`config.mk`:
```
export PLATFORM = sky130hd
export DESIGN_NAME = alarm_snooze_ctrl
export DESIGN_NICKNAME = d
export VERILOG_FILES = /design/src/rtl/alarm_snooze_ctrl.sv
export SDC_FILE = /design/constraint.sdc
export NUM_CORES = 1
export LEC_CHECK = 0
export BUFFER_PORTS_ARGS = -buffer_cell sky130_fd_sc_hd__buf_2
export CAP_MARGIN = 20
export CORE_MARGIN = 2
export CORE_UTILIZATION = 53
export DETAILED_ROUTE_END_ITERATION = 7
export PLACE_DENSITY = 0.77
export SLEW_MARGIN = 20
export SYNTH_ARGS = -nofsm -noshare
export SYNTH_HDL_FRONTEND = slang
export SYNTH_SLANG_ARGS = --single-unit
```
`constraint.sdc`:
```
create_clock -name clk -period 4.1 [get_ports clk]
set_input_delay 0.205 -clock clk [delete_from_list [all_inputs] [get_ports clk]]
set_output_delay 0.205 -clock clk [all_outputs]
set_load 0.02 [all_outputs]
```
`src/rtl/alarm_snooze_ctrl.sv`:
```
// -----------------------------------------------------------------------------
// alarm_snooze_ctrl
//
// Alarm sequencer between the time-of-day counter / alarm registers and the
// buzzer / LED drivers. It detects the alarm time, runs the
// IDLE -> RINGING -> SNOOZED state machine, tracks the snooze re-arm target
// and the ring timeout, and drives the buzzer enable and blinking LED.
//
// Optional feature (compile-time macro AUTO_SNOOZE_EN):
//   defined     : a ring timeout snoozes automatically while snoozes remain,
//                 otherwise returns to IDLE.
//   not defined : a ring timeout always returns to IDLE.
//
// Parameters:
//   SNOOZE_MIN       minutes added to the current time on snooze (1..59)
//   RING_TIMEOUT_SEC seconds of ringing before automatic stop   (1..255)
//   MAX_SNOOZES      snoozes allowed per alarm event            (1..3)
//
// Ports:
//   clk          system clock
//   rst          asynchronous reset, active-low
//   tick_1hz     one-clk pulse per second
//   alarm_armed  alarm enabled; low forces IDLE
//   adjust_mode  time adjust active; high forces IDLE and blocks triggers
//   cur_hrs/cur_mins/cur_secs  running time of day
//   alarm_hrs/alarm_mins       stored alarm time
//   snooze_btn   debounced one-clk pulse
//   dismiss_btn  debounced one-clk pulse
//   ring         buzzer enable (high exactly while RINGING)
//   led_blink    alarm LED, toggles on every second while RINGING
//   state        0=IDLE, 1=RINGING, 2=SNOOZED
//   snooze_cnt   snoozes used in the current alarm event
//   target_hrs/target_mins     snooze re-arm time
// -----------------------------------------------------------------------------
module alarm_snooze_ctrl #(
  parameter int SNOOZE_MIN       = 5,
  parameter int RING_TIMEOUT_SEC = 60,
  parameter int MAX_SNOOZES      = 3
) (
  input  logic       clk,
  input  logic       rst,
  input  logic       tick_1hz,
  input  logic       alarm_armed,
  input  logic       adjust_mode,
  input  logic [4:0] cur_hrs,
  input  logic [5:0] cur_mins,
  input  logic [5:0] cur_secs,
  input  logic [4:0] alarm_hrs,
  input  logic [5:0] alarm_mins,
  input  logic       snooze_btn,
  input  logic       dismiss_btn,
  output logic       ring,
  output logic       led_blink,
  output logic [1:0] state,
  output logic [1:0] snooze_cnt,
  output logic [4:0] target_hrs,
  output logic [5:0] target_mins
);

  typedef enum logic [1:0] {
    ST_IDLE    = 2'd0,
    ST_RINGING = 2'd1,
    ST_SNOOZED = 2'd2
  } state_e;

`ifdef AUTO_SNOOZE_EN
  localparam bit AUTO_SNOOZE = 1'b1;
`else
  localparam bit AUTO_SNOOZE = 1'b0;
`endif

  localparam logic [6:0] SNOOZE_ADD   = 7'(SNOOZE_MIN);
  localparam logic [7:0] TIMEOUT_LAST = 8'(RING_TIMEOUT_SEC - 1);
  localparam logic [1:0] MAX_CNT      = 2'(MAX_SNOOZES);

  state_e     state_q;
  logic [7:0] ring_sec;
  logic       match_q;

  logic       match_a;
  logic       match_s;
  logic       match;
  logic       trigger;
  logic       override;
  logic       can_snooze;
  logic       timeout;

  logic [6:0] mins_sum;
  logic [4:0] snz_hrs;
  logic [5:0] snz_mins;

  assign state = state_q;

  // Alarm / snooze-target comparison; only whole-minute boundaries match.
  assign match_a = (cur_hrs == alarm_hrs)  && (cur_mins == alarm_mins)  && (cur_secs == 6'd0);
  assign match_s = (cur_hrs == target_hrs) && (cur_mins == target_mins) && (cur_secs == 6'd0);

  // The comparison in use depends on what the FSM is waiting for.
  assign match = (state_q == ST_IDLE)    ? match_a :
                 (state_q == ST_SNOOZED) ? match_s : 1'b0;

  // Fire once on the first clk of a matching second, not for every clk of it.
  assign trigger    = match & ~match_q;
  assign override   = adjust_mode | ~alarm_armed;
  assign can_snooze = (snooze_cnt < MAX_CNT);
  assign timeout    = tick_1hz && (ring_sec == TIMEOUT_LAST);

  // Snooze target = current time + SNOOZE_MIN, wrapping minutes into hours
  // and hours at midnight.
  always_comb begin
    // NOTE: every always_comb output gets a default first so no path can
    // leave it unassigned and infer a latch.
    mins_sum = {1'b0, cur_mins} + SNOOZE_ADD;
    snz_mins = mins_sum[5:0];
    snz_hrs  = cur_hrs;
    if (mins_sum >= 7'd60) begin
      snz_mins = 6'(mins_sum - 7'd60);
      snz_hrs  = (cur_hrs == 5'd23) ? 5'd0 : cur_hrs + 5'd1;
    end
  end

  // NOTE: sequential state uses non-blocking assignments only, so every
  // register samples the pre-edge values and ordering inside the block
  // does not matter.
  always_ff @(posedge clk or negedge rst) begin
    if (!rst) begin
      state_q     <= ST_IDLE;
      ring        <= 1'b0;
      led_blink   <= 1'b0;
      snooze_cnt  <= 2'd0;
      target_hrs  <= 5'd0;
      target_mins <= 6'd0;
      ring_sec    <= 8'd0;
      // NOTE: match_q comes out of reset high so a time that already equals
      // the alarm right after reset is not seen as a fresh edge.
      match_q     <= 1'b1;
    end else begin
      match_q <= match;

      if (override) begin
        // Target is deliberately held across an override.
        state_q    <= ST_IDLE;
        ring       <= 1'b0;
        led_blink  <= 1'b0;
        snooze_cnt <= 2'd0;
      end else begin
        unique case (state_q)
          ST_IDLE: begin
            if (trigger) begin
              state_q   <= ST_RINGING;
              ring      <= 1'b1;
              led_blink <= 1'b1;
              ring_sec  <= 8'd0;
            end
          end

          ST_RINGING: begin
            if (dismiss_btn) begin
              state_q    <= ST_IDLE;
              ring       <= 1'b0;
              led_blink  <= 1'b0;
              snooze_cnt <= 2'd0;
            end else if (timeout) begin
              if (AUTO_SNOOZE && can_snooze) begin
                state_q     <= ST_SNOOZED;
                ring        <= 1'b0;
                led_blink   <= 1'b0;
                snooze_cnt  <= snooze_cnt + 2'd1;
                target_hrs  <= snz_hrs;
                target_mins <= snz_mins;
              end else begin
                state_q    <= ST_IDLE;
                ring       <= 1'b0;
                led_blink  <= 1'b0;
                snooze_cnt <= 2'd0;
              end
            end else if (snooze_btn && can_snooze) begin
              state_q     <= ST_SNOOZED;
              ring        <= 1'b0;
              led_blink   <= 1'b0;
              snooze_cnt  <= snooze_cnt + 2'd1;
              target_hrs  <= snz_hrs;
              target_mins <= snz_mins;
            end else if (tick_1hz) begin
              // A snooze with none left falls through here and keeps ringing.
              led_blink <= ~led_blink;
              ring_sec  <= ring_sec + 8'd1;
            end
          end

          ST_SNOOZED: begin
            if (dismiss_btn) begin
              state_q    <= ST_IDLE;
              ring       <= 1'b0;
              led_blink  <= 1'b0;
              snooze_cnt <= 2'd0;
            end else if (trigger) begin
              state_q   <= ST_RINGING;
              ring      <= 1'b1;
              led_blink <= 1'b1;
              ring_sec  <= 8'd0;
            end
          end

          default: begin
            state_q    <= ST_IDLE;
            ring       <= 1'b0;
            led_blink  <= 1'b0;
            snooze_cnt <= 2'd0;
          end
        endcase
      end
    end
  end

endmodule

```
* Yosys cells after proc, flatten, opt, wreduce, memory -nomap -nowiden
Index checks and enable logic that the tools add are counted.
Storage, ports and cells: register bits after elaboration 26, input port bits 35, output and inout port bits 17
Operators by class: add/sub/neg operators 5, magnitude comparators 2, eq/ne operators 17, multiplexer cells 40, bitwise operators 8, reduce and logical (&&, ||, !) cells 12
Operators by type and width (count):
- 8-bit two-way mux | 6
- 8-bit one-hot mux with 3 select lines | 1
- 2-bit two-way mux | 11
- 1-bit two-way mux | 15
- 6-bit equality test | 2
- 2-bit inequality test, second input constant | 6
- 2-bit one-hot mux with 3 select lines | 2
- 5-bit equality test | 2
- 5-bit two-way mux | 2
- 8-bit by 1-bit adder with 8-bit output, second input constant | 1
- 8-bit by 6-bit equality test with 1-bit output, second input constant | 1
- 6-bit by 3-bit adder with 7-bit output, second input constant | 1
- 7-bit by 6-bit greater-or-equal comparator with 1-bit output, second input constant | 1
- 7-bit AND reduction | 1
- 1-bit logical AND | 6
- 6-bit zero test | 1
- 6-bit two-way mux | 1
- 6-bit inequality test, second input constant | 1
- 1-bit inverter | 6
- 1-bit one-hot mux with 3 select lines | 2
- 6-bit subtractor, second input constant | 1
- 5-bit by 1-bit adder with 5-bit output, second input constant | 1
- 5-bit equality test, second input constant | 1
- 5-bit inequality test, second input constant | 1
- 11 further kinds | 11

* Logic depth before layout (Yosys ltp)
depth in word-level cells 10, depth in mapped cells 10, depth with buffers taken out 8

* Worst setup path after synthesis
No wires, ideal clock.
path kind flip-flop to flip-flop, from register ring_sec[0], to register target_mins[2], setup time 125 ps, data arrival time 1762 ps, required time 3975 ps, slack 2213 ps, stages on the path, launching flop included 8, buffers on the path 1, path through dfrtp_1 ha_1 and4b_1 nand4_1 and4b_1 nor2b_1 buf_2 mux2_2
Between the ends: word-level cells in the longest chain between the ends 4
RTL lines:
- from (decl) | line 77 | logic [7:0] ring_sec;
- from (signal assigned) | line 187 | ring_sec <= ring_sec + 8'd1;
- 8-bit by 6-bit equality test with 1-bit output | line 106 | assign timeout = tick_1hz && (ring_sec == TIMEOUT_LAST);
- 1-bit logical AND | line 106
- 1-bit inverter (no source line)
- 5-bit AND reduction (no source line)
- to (signal assigned) | line 170 | target_mins <= snz_mins;
- to (signal assigned) | line 183 | target_mins <= snz_mins;
- to (decl) | line 57 | output logic [5:0] target_mins
Every way passes these cells. A chain may end at the register's enable or synchronous reset.

* Worst setup path after layout
Ends and elaborated chain as after synthesis.

==> reports/summary.json <==
{
  "placed_design": {
    "place.port_buffers": 51,
    "place.detailed.instances": 287,
    "gpl.final_weighted_congestion": 0.863,
    "hpwl_dp_mm": 3.06,
    "placement.setup.worst_slack_ns": 1.80
  },
  "logic_synthesis": {
    "yosys_register_bits": 26,
    "post_synth_xor_area_fraction_pct": 13.7,
    "largest_family_of_logic_cells_by_synthesized_area": "simple AND/OR/NAND/NOR gates",
    "simple_gate_fraction_of_synth_area_pct": 23.7,
    "yosys_most_used_dff": "dfrtp_1",
    "compound_gate_fraction_of_synth_area_pct": 15.9,
    "synth_top_cell_area_share_pct": 34.9,
    "synthArstFlopShare_pct": 100,
    "post_synthesis_net_count": 239,
    "synth_area_leader_cell": "dfrtp_1",
    "post_synth_fa_ha_maj_area_fraction_pct": 4.19,
    "count_of_flip_flops_with_a_built_in_enable_after_synthesis": 0,
    "postSynthAreaPerCell_um2": 9.04,
    "synth_area_leaders": "dfrtp_1 (35%), xor2_1 (10%), nand2_1 (5.5%)",
    "synthCells": 198,
    "syn-cell-area_um2": 1790,
    "synth.yosys.warnings": 0,
    "netlist-cell-type-count": 47,
    "yosysSeqAreaShare_pct": 36.4,
    "post_synth_mux_area_share_pct": 2.87
  },
  "grt": {
    "first_pass_grt_wire_length_mm": 7.00,
    "grt_antenna_before_repair": 0,
    "grt_pass1_vias": 1540,
    "largest_net_degree_at_the_start_of_global_routing": 27,
    "grt.total_usage_pct": 22.3,
    "globalRoute.totalOverflow": 0
  },
  "setup_path": {
    "worst_r2r_startpoint": "ring_sec[0]$_DFFE_PN0P_",
    "crit_path_max_fanout": 10,
    "critical_path_required_ns": 4.35,
    "worst_r2r_dst": "target_mins[2]$_DFFE_PN0P_",
    "critPathCaptureType": "flip-flop",
    "critical_path_arrival_ns": 2.57,
    "reg2reg_setup_slack_ns": 1.78,
    "timing.critical_path.to": "target_mins[2]$_DFFE_PN0P_",
    "r2r_cell_count": 6,
    "cp-start-kind": "flip-flop",
    "criticalPathCategory": "flip-flop to flip-flop",
    "startpoint": "ring_sec[0]$_DFFE_PN0P_"
  },
  "clocking": {
    "post_cts_resize_count": 0,
    "clock_sink_count": 26,
    "cts_inserted_buffers": 3,
    "clkSlewWorstSetupHoldPaths_ns": 0.15,
    "worstSkewPairLatency_ns": 0.34,
    "tritoncts": "yes",
    "cts-htree-levels": 1,
    "clockBufferDepth": 2,
    "cts.root.buffer_cell": "clkbuf_4",
    "post-cts-setup-buffer-count": 0
  },
  "timing": {
    "max_slew.worst_pin.slew_ns": 0.653,
    "final.setup.tns_ns": 0,
    "drv_slew": 0,
    "layout_worst_path_cycle_share_pct": 56.6,
    "final_critical_path_setup_slack_ns": 1.78,
    "fin_hold_ws_ns": 0.109,
    "grt_setup_unrepaired": "no",
    "fin_crit_ns": 2.32,
    "fmax_mhz": 431,
    "max_slew_margin_pct": 56.4,
    "hold_violations": 0,
    "fin_skew_ns": 0.00430,
    "finalSetupViolations": 0
  },
  "power": {
    "power.density_nw_per_um2": 249,
    "static-leakage-power_uw": 0.00107,
    "vdd_ir_drop_max_mv": 0.118
  },
  "cells_and_area": {
    "areaGrowthSynthToFinish_pct": 18.3,
    "fraction_of_final_layout_cells_with_drive_strength_greater_than_1_pct": 25.6,
    "antenna_diode_count": 0,
    "layout.area.seq_um2": 652,
    "multiInputGateArea_um2": 1080,
    "nNetsFinal": 288,
    "final.fill_count": 296,
    "layoutNonFillerInstCount": 292,
    "utilization_pct": 64.5
  },
  "detailed_routing": {
    "route.detailed.vias_per_inst": 5.61,
    "routed_wire_length_mm": 4.02,
    "drcViolationCount": 0,
    "drt-wirelength-per-cell_um": 13.8,
    "detailed_routing_iterations_pass_1": 4,
    "via_count": 1639,
    "postRouteAntennaNets": 0,
    "drt_first_iter_violations": 62
  },
  "worst_hold_path": {
    "worstHoldPathType": "input pin to flip-flop",
    "hold_path.startpoint": "dismiss_btn"
  },
  "floorplan": {
    "floorplan.die.height_um": 62.1,
    "boundaryPins": 52,
    "core.rowCount": 21,
    "die_w_um": 62.1,
    "core_area_um2": 3280,
    "initial_standard_cell_utilization_of_the_core_pct": 54.5,
    "area_of_the_die_um2": 3860
  },
  "job": {
    "max-cap-violations": 0
  },
  "status": {
    "outcome": "finished, final reports clean"
  }
}
==> worst max-delay path, cell delays in order, from the launching register on <==
cell and delay (ns):
dfrtp_1 0.43, ha_1 0.21, and4b_1 0.19, nand4_1 0.14
and4b_1 0.28, nor2b_1 0.56, mux2_2 0.40
==> metrics by stage <==
step / cell area [um^2] / total power (uW)
2_1_floorplan: 1790 / 313
3_3_place_gp: 2060 / 347
3_5_place_dp: 2060 / 349
4_1_cts: 2120 / 532
5_1_grt: 2120 / 556
6_report: 2120 / 528
==> how the worst min path moves through the flow <==
stage	end	cells after the start	slack, ns
final	state[1]$_DFFE_PN0P_	2	0.11
after detailed placement	target_mins[3]$_DFFE_PN0P_	1	0.24
after global placement	target_mins[3]$_DFFE_PN0P_	1	0.24
after floorplan	led_blink$_DFFE_PN0P_	0	-0.09
after CTS	state[1]$_DFFE_PN0P_	2	0.1
after global routing	state[1]$_DFFE_PN0P_	2	0.11
==> layout by cell type (no fill, tap or decap), drive strengths merged, types with 5 or more instances in the layout <==
master   n
buf     51
nand2   26
dfrtp   25
xor2    21
nor2    16
o21ai   15
xnor2    7
nor4     7
ha       6
a21oi    6
a31oi    5
==> cells by family (layout without fill, tap and decap cells) <==
logic type / after synthesis / in the layout
xor+xnor: 28 / 28
buf+inv: 11 / 59
simple gates: 81 / 81
compound gates: 41 / 41
flops: 26 / 26
fa+ha+maj: 6 / 6
mux: 5 / 5
==> flip-flops by register name, summed over array words and instances, names as in the netlist <==
name,count
ring_sec,8
target_mins,6
target_hrs,5
snooze_cnt,2
state,2
led_blink,1
match_q,1
ring,1
==> power breakdown <==
part,total (uW),leakage (uW),switching (uW),internal (uW)
logic,86.4,0.000696,49.8,36.5
clock network,183,0.0000279,83.7,99.0
registers,259,0.000342,1.24,258
==> final cells by class <==
class / count / area share (%)
Clock buffer: 3 / 1.06
Inverter: 3 / 0.532
Tap cell: 46 / 2.72
Timing Repair Buffer: 52 / 12.5
Multi-Input combinational cell: 161 / 51.0
Clock inverter: 1 / 1.42
Sequential cell: 26 / 30.8
==> cells in the mapped netlist, types with 5 or more instances <==
library cell   n
xnor2_1        7
ha_1           6
o21ai_1        8
a31oi_1        5
o21ai_0        6
xor2_1        21
nand2_1       26
dfrtp_1       25
nor4_1         7
nor2_1        16
==> metal layers <==
metal | share of wire, % | track usage [%]
met1 | 48 | 31.4
met2 | 46 | 36.0
met5 | 0 | 0
met4 | 1.4 | 7.50
met3 | 4.4 | 2.72
==> timing repair <==
action                     in CTS  in global routing
hold endpoints to repair       25                  0
hold buffers                    1                  0
setup endpoints to repair       0                  0
Power figures use the tool's default switching activity.
